`src/rtl/uart_pkg.sv`:
```
// Shared UART definitions: FSM state encoding, parity modes and frame/timing helpers.
package uart_pkg;

  typedef enum logic [2:0] {
    ST_IDLE   = 3'd0,
    ST_FETCH  = 3'd1,
    ST_LOAD   = 3'd2,
    ST_START  = 3'd3,
    ST_DATA   = 3'd4,
    ST_PARITY = 3'd5,
    ST_STOP   = 3'd6
  } uart_state_e;

  localparam logic PAR_EVEN = 1'b0;
  localparam logic PAR_ODD  = 1'b1;

  localparam int unsigned START_BITS = 1;
  localparam int unsigned DATA_BITS  = 8;
  localparam int unsigned BIT_IDX_W  = 3;

  function automatic int unsigned clks_per_bit(input int unsigned clk_freq,
                                                input int unsigned baud);
    return clk_freq / baud;
  endfunction

  // Bits per frame, start bit through last stop bit.
  function automatic int unsigned frame_bits(input int unsigned parity_en,
                                              input int unsigned stop_bits);
    return START_BITS + DATA_BITS + parity_en + stop_bits;
  endfunction

endpackage

```
`src/rtl/uart_bit_timer.sv`:
```
// Free-running bit-period timer; bit_done marks the last clock of each bit period.
module uart_bit_timer #(
  parameter int unsigned CLKS_PER_BIT = 16
) (
  input  logic clk,
  input  logic rst,
  input  logic restart,
  output logic bit_done
);

  localparam int unsigned          CNT_W    = $clog2(CLKS_PER_BIT);
  localparam logic [CNT_W-1:0]     CNT_LAST = CNT_W'(CLKS_PER_BIT - 1);

  logic [CNT_W-1:0] cnt_q, cnt_d;
  logic             bit_done_q, bit_done_d;

  // bit_done_q tracks cnt_q == CNT_LAST without a combinational output path.
  always_comb begin
    cnt_d = cnt_q + CNT_W'(1);
    if (restart || (cnt_q == CNT_LAST)) begin
      cnt_d = '0;
    end
    bit_done_d = (cnt_d == CNT_LAST);
  end

  always_ff @(posedge clk) begin
    if (rst) begin
      cnt_q      <= '0;
      bit_done_q <= 1'b0;
    end else begin
      cnt_q      <= cnt_d;
      bit_done_q <= bit_done_d;
    end
  end

  assign bit_done = bit_done_q;

endmodule

```
`src/rtl/uart_tx_engine.sv`:
```
// UART transmitter: fetches bytes from a normal-mode FIFO and serialises them
// as start / 8 data LSB-first / optional parity / 1-2 stop bits on uart_txd.
module uart_tx_engine
  import uart_pkg::*;
#(
  parameter int unsigned CLK_FREQ   = 50_000_000,
  parameter int unsigned BAUD       = 115_200,
  parameter int unsigned PARITY_EN  = 0,
  parameter int unsigned PARITY_ODD = 0,
  parameter int unsigned STOP_BITS  = 1
) (
  input  logic                 clk,
  input  logic                 rst,
  input  logic                 tf_empty,
  input  logic [DATA_BITS-1:0] tf_data,
  output logic                 tf_rdreq,
  output logic                 uart_txd,
  output logic                 busy
);

  localparam int unsigned          CLKS_PER_BIT  = clks_per_bit(CLK_FREQ, BAUD);
  localparam logic [BIT_IDX_W-1:0] LAST_BIT      = BIT_IDX_W'(DATA_BITS - 1);
  localparam logic                 PAR_INV       = (PARITY_ODD != 0) ? PAR_ODD : PAR_EVEN;
  localparam logic                 STOP_IDX_LAST = (STOP_BITS == 2);

  if (CLKS_PER_BIT < 2) begin : g_bad_clks_per_bit
    $error("uart_tx_engine: CLK_FREQ/BAUD must be at least 2");
  end
  if ((STOP_BITS != 1) && (STOP_BITS != 2)) begin : g_bad_stop_bits
    $error("uart_tx_engine: STOP_BITS must be 1 or 2");
  end

  uart_state_e          state_q, state_d;
  logic [DATA_BITS-1:0] shift_q, shift_d;
  logic [BIT_IDX_W-1:0] bit_idx_q, bit_idx_d;
  logic                 parity_q, parity_d;
  logic                 stop_idx_q, stop_idx_d;
  logic                 txd_q, txd_d;
  logic                 rdreq_q, rdreq_d;
  logic                 busy_q, busy_d;
  logic                 timer_restart_c;
  logic                 bit_done;

  uart_bit_timer #(
    .CLKS_PER_BIT (CLKS_PER_BIT)
  ) u_bit_timer (
    .clk      (clk),
    .rst      (rst),
    .restart  (timer_restart_c),
    .bit_done (bit_done)
  );

  // Next-state, datapath updates and next-cycle output values.
  always_comb begin
    state_d         = state_q;
    shift_d         = shift_q;
    bit_idx_d       = bit_idx_q;
    parity_d        = parity_q;
    stop_idx_d      = stop_idx_q;
    timer_restart_c = 1'b0;

    unique case (state_q)
      ST_IDLE: begin
        if (!tf_empty) state_d = ST_FETCH;
      end
      ST_FETCH: begin
        state_d = ST_LOAD;
      end
      ST_LOAD: begin
        shift_d         = tf_data;
        parity_d        = (^tf_data) ^ PAR_INV;
        bit_idx_d       = '0;
        stop_idx_d      = 1'b0;
        timer_restart_c = 1'b1;
        state_d         = ST_START;
      end
      ST_START: begin
        if (bit_done) state_d = ST_DATA;
      end
      ST_DATA: begin
        if (bit_done) begin
          if (bit_idx_q == LAST_BIT) begin
            state_d = (PARITY_EN != 0) ? ST_PARITY : ST_STOP;
          end else begin
            bit_idx_d = bit_idx_q + BIT_IDX_W'(1);
            shift_d   = {1'b0, shift_q[DATA_BITS-1:1]};
          end
        end
      end
      ST_PARITY: begin
        if (bit_done) state_d = ST_STOP;
      end
      ST_STOP: begin
        // tf_empty is only looked at on the final stop clock.
        if (bit_done) begin
          if (stop_idx_q == STOP_IDX_LAST) begin
            state_d = tf_empty ? ST_IDLE : ST_FETCH;
          end else begin
            stop_idx_d = 1'b1;
          end
        end
      end
      default: begin
        state_d = ST_IDLE;
      end
    endcase

    rdreq_d = (state_d == ST_FETCH);
    busy_d  = (state_d != ST_IDLE);
    txd_d   = 1'b1;
    unique case (state_d)
      ST_START:  txd_d = 1'b0;
      ST_DATA:   txd_d = shift_d[0];
      ST_PARITY: txd_d = parity_d;
      default:   txd_d = 1'b1;
    endcase
  end

  always_ff @(posedge clk) begin
    if (rst) begin
      state_q    <= ST_IDLE;
      shift_q    <= '0;
      bit_idx_q  <= '0;
      parity_q   <= 1'b0;
      stop_idx_q <= 1'b0;
      txd_q      <= 1'b1;
      rdreq_q    <= 1'b0;
      busy_q     <= 1'b0;
    end else begin
      state_q    <= state_d;
      shift_q    <= shift_d;
      bit_idx_q  <= bit_idx_d;
      parity_q   <= parity_d;
      stop_idx_q <= stop_idx_d;
      txd_q      <= txd_d;
      rdreq_q    <= rdreq_d;
      busy_q     <= busy_d;
    end
  end

  assign uart_txd = txd_q;
  assign tf_rdreq = rdreq_q;
  assign busy     = busy_q;

endmodule

```
`config.mk`:
```
export PLATFORM = sky130hd
export DESIGN_NAME = uart_tx_engine
export DESIGN_NICKNAME = d
export VERILOG_FILES = /design/src/rtl/uart_pkg.sv /design/src/rtl/uart_bit_timer.sv /design/src/rtl/uart_tx_engine.sv
export SDC_FILE = /design/constraint.sdc
export NUM_CORES = 1
export LEC_CHECK = 0
export BUFFER_PORTS_ARGS = -buffer_cell sky130_fd_sc_hd__buf_4
export CAP_MARGIN = 20
export CORE_ASPECT_RATIO = 2
export CORE_MARGIN = 5
export CORE_UTILIZATION = 50
export CTS_BUF_LIST = sky130_fd_sc_hd__clkbuf_4
export CTS_CLUSTER_DIAMETER = 40
export DETAILED_ROUTE_END_ITERATION = 6
export PLACE_DENSITY = 0.66
export SYNTH_ARGS = -nofsm -noshare
export SYNTH_HDL_FRONTEND = slang
export SYNTH_SLANG_ARGS = --single-unit
```
`constraint.sdc`:
```
create_clock -name clk -period 3.05 [get_ports clk]
set_input_delay 0.4575 -clock clk [delete_from_list [all_inputs] [get_ports clk]]
set_output_delay 0.4575 -clock clk [all_outputs]
set_load 0.05 [all_outputs]
```
==> impl_metrics.ini <==
[power_and_ir_drop]
p_int_w = 0.0005423
p_per_area_nw_per_um2 = 441.5
max-vdd-ir-drop_mv = 0.2762
leakage_nw = 0.6027
sw_frac_of_total_pct = 24.26
p_seq_share_pct = 55.5
p_clk_share_pct = 33.3
p_comb_share_pct = 11.1
p_switching_w = 0.0001737

[sta]
maxSlewHeadroom_pct = 57.65
fmax_mhz = 512.2
hold_ws_ns = 0.3901
finalSetupViolations = 0
period_share_pct = 64.02
maxSlewViolCount = 0
finClkSkew_ns = 0.008885
hold_viol = 0
layout_setup_ws_ns = 1.097
worst_pin_slew_ns = 0.6330
min_period_ns = 1.953
grt_setup_unrepaired = no
tns_ns = 0

[worst_hold_path]
holdPathStages = 3
hold_path_class = primary input to flop

[yosys]
yosysSeqAreaShare_pct = 39.90
synth_top_family_by_area = simple AND/OR/NAND/NOR gates
synth.most_common_cell = dfxtp_1
synth-adder-area-share_pct = 3.439
synthTopCellsByCount = dfxtp_1 (29), nor2_1 (25), nand2_1 (17)
avgSynthCellArea_um2 = 8.873
synth_top_area_share_pct = 39.90
synth_edf_count = 0
ys_ff_latch = 29
async_flop_share_pct = 0
synth_compound_area_share_pct = 20.12
synth_flop_cell = dfxtp_1
ys_top_cells_by_area = dfxtp_1 (40%), nor2_1 (6.4%), xnor2_1 (6.0%)
syn_area_um2 = 1455
synthesis.nets = 179
synth_area_leader_cell = dfxtp_1
synth_cell_type_count = 42
muxShareOfSynthArea_pct = 0
synthXorXnorAreaFrac_pct = 7.825
synth-simple-area-share_pct = 25.54
netlist_instances = 164
ys_warn_count = 0

[critical_path]
r2r-start = bit_idx_q[0]
cp-endpoint = bit_idx_q[0]
r2r_cells = 6
worst_path_largest_cell_delay_ns = 0.53
cp-startpoint = bit_idx_q[0]
path_delay_family = simple AND/OR/NAND/NOR gates
cp_common_cell = nor2_1
worst_path_max_delay_cell = nor2_1
path_class = flop to flop
timing.rr.end = bit_idx_q[0]
crit_cells = 6
arrival_ns = 2.16
cp_num_buf_inv = 0
cp-start-kind = flop
endpoint_kind = flop
worstPathCellList = ha_1, ha_1, nor2_1, nor2_1, a21oi_1, nor2_1
critical_path_required_ns = 3.26
r2r_slack_ns = 1.10
cp_max_fo = 11

[clock_tree]
clock_path_buffers = 2
clkSinkCount = 29
cts_setup_buffers = 0
cts-htree-levels = 2
cts_tree = built
clkTransAtPathRegs_ns = 0.08
root_buffer = clkbuf_4
cts_made_buffers = 5
worstSkewPairLatency_ns = 0.33
cts_hold_buf = 0
cts_resized = 0

[floorplanning]
dieArea_um2 = 4154
rows = 27
die_w_um = 48.15
design.core.area_um2 = 2770
io_pins = 14
die_y_um = 86.29
start_util_pct = 52.53

[finish]
fin_nets = 193
final_cell_area_um2 = 1622
fillers = 265
area_growth_pct = 11.44
n_antenna_cell = 0
drive_gt1_share_pct = 17.88

[placed_design]
pre_cts_ws_ns = 1.152
globalplace.congestion = 0.7983
io_buffers = 13
dp_hpwl_mm = 2.188
dpl-instance-area_um2 = 1562

[global_routing]
antenna_found_initial = 0
grt_use_total_pct = 16.75
grt_pass1_vias = 1179
grt_start_max_net_pins = 19
grt_overflow = 0
grt_pass1_wl_mm = 4.968

[detailed_routing]
routedWlPerCell_um = 13.89
ant_nets = 0
viasPerCell = 5.707
route.detailed.drc = 0
vias = 1187
drtPass1Iterations = 4
wirelength_mm = 2.889
drtIter0Drc = 34

[flow_run]
maxCapViolations = 0

[outcome]
status = finished clean
-- area by class of cell --
type	instances	area [µm²]	area share [%]
multi-input cells	125	828.3	51.08
flip-flops and latches	29	580.6	35.80
repair buffers	14	105.1	6.481
clock buffers	8	60.06	3.704
well taps	29	36.28	2.238
inverters	3	11.26	0.6944
-- worst min path at each step --
stage,start,endpoint,slack [ns]
floorplan,parity_q,parity_q,0.43
global placement,parity_q,parity_q,0.45
detailed placement,shift_q[2],shift_q[2],0.45
CTS,tf_data[7],shift_q[7],0.38
global route,tf_data[7],shift_q[7],0.40
finish,tf_data[7],shift_q[7],0.39
-- metrics by stage --
| step | instances | util, % | total power, W |
|---|---|---|---|
| floorplan | 164 | - | 0.0004613 |
| global placement | 200 | 56.37 | 0.0004856 |
| detailed placement | 200 | 56.37 | 0.0004864 |
| CTS | 208 | 58.54 | 0.0007285 |
| global route | 208 | 58.54 | 0.0007600 |
| finish | 208 | 58.54 | 0.0007159 |
-- registers in the layout (all words and copies together) (netlist names) --
signal,count
busy,1
u_bit_timer.bit_done,1
stop_idx_q,1
tf_rdreq,1
bit_idx_q,3
parity_q,1
shift_q,8
uart_txd,1
u_bit_timer.cnt_q,9
state_q,3
-- metal layers --
layer	global-route usage, %	up-vias	part of all wire (%)
li1	-	606	-
met4	10.05	0	2.8
met1	16.82	551	40
met5	0	-	0
met2	27.86	22	54
met3	5.198	8	3.6
-- worst min-delay path: stages --
cell and delay [ns]:
buf_4 0.12, nand2_1 0.05, a21oi_1 0.05
-- logic make-up after synthesis --
logic type | Yosys count
and+or+nand+nor | 67
AOI/OAI and AO/OA | 41
DFF | 29
xor gates and xnor gates | 13
buffers and inverters | 10
adders and majority gates | 4
-- cell usage in the layout, fill, tap and decap left out, drive strengths merged, types with 4 or more instances in the layout --
cell	netlist	routed
dfxtp	29	29
o211ai	4	4
ha	4	4
a22oi	7	7
nand3	4	4
nor2	25	25
buf	5	14
nand2	17	17
a31oi	4	4
a21oi	15	15
xnor2	10	10
o21ai	4	4
clkbuf	2	8
-- power groups by stage --
stage               sequential (W)  combinational, W  clock (W)
global route              0.000400         0.0000878   0.000272
detailed placement        0.000407         0.0000799          0
CTS                       0.000398         0.0000804   0.000250
global placement          0.000406         0.0000796          0
floorplan                 0.000411         0.0000501          0
finish                    0.000398         0.0000797   0.000239
No activity file was read; power rests on OpenSTA's default activity.
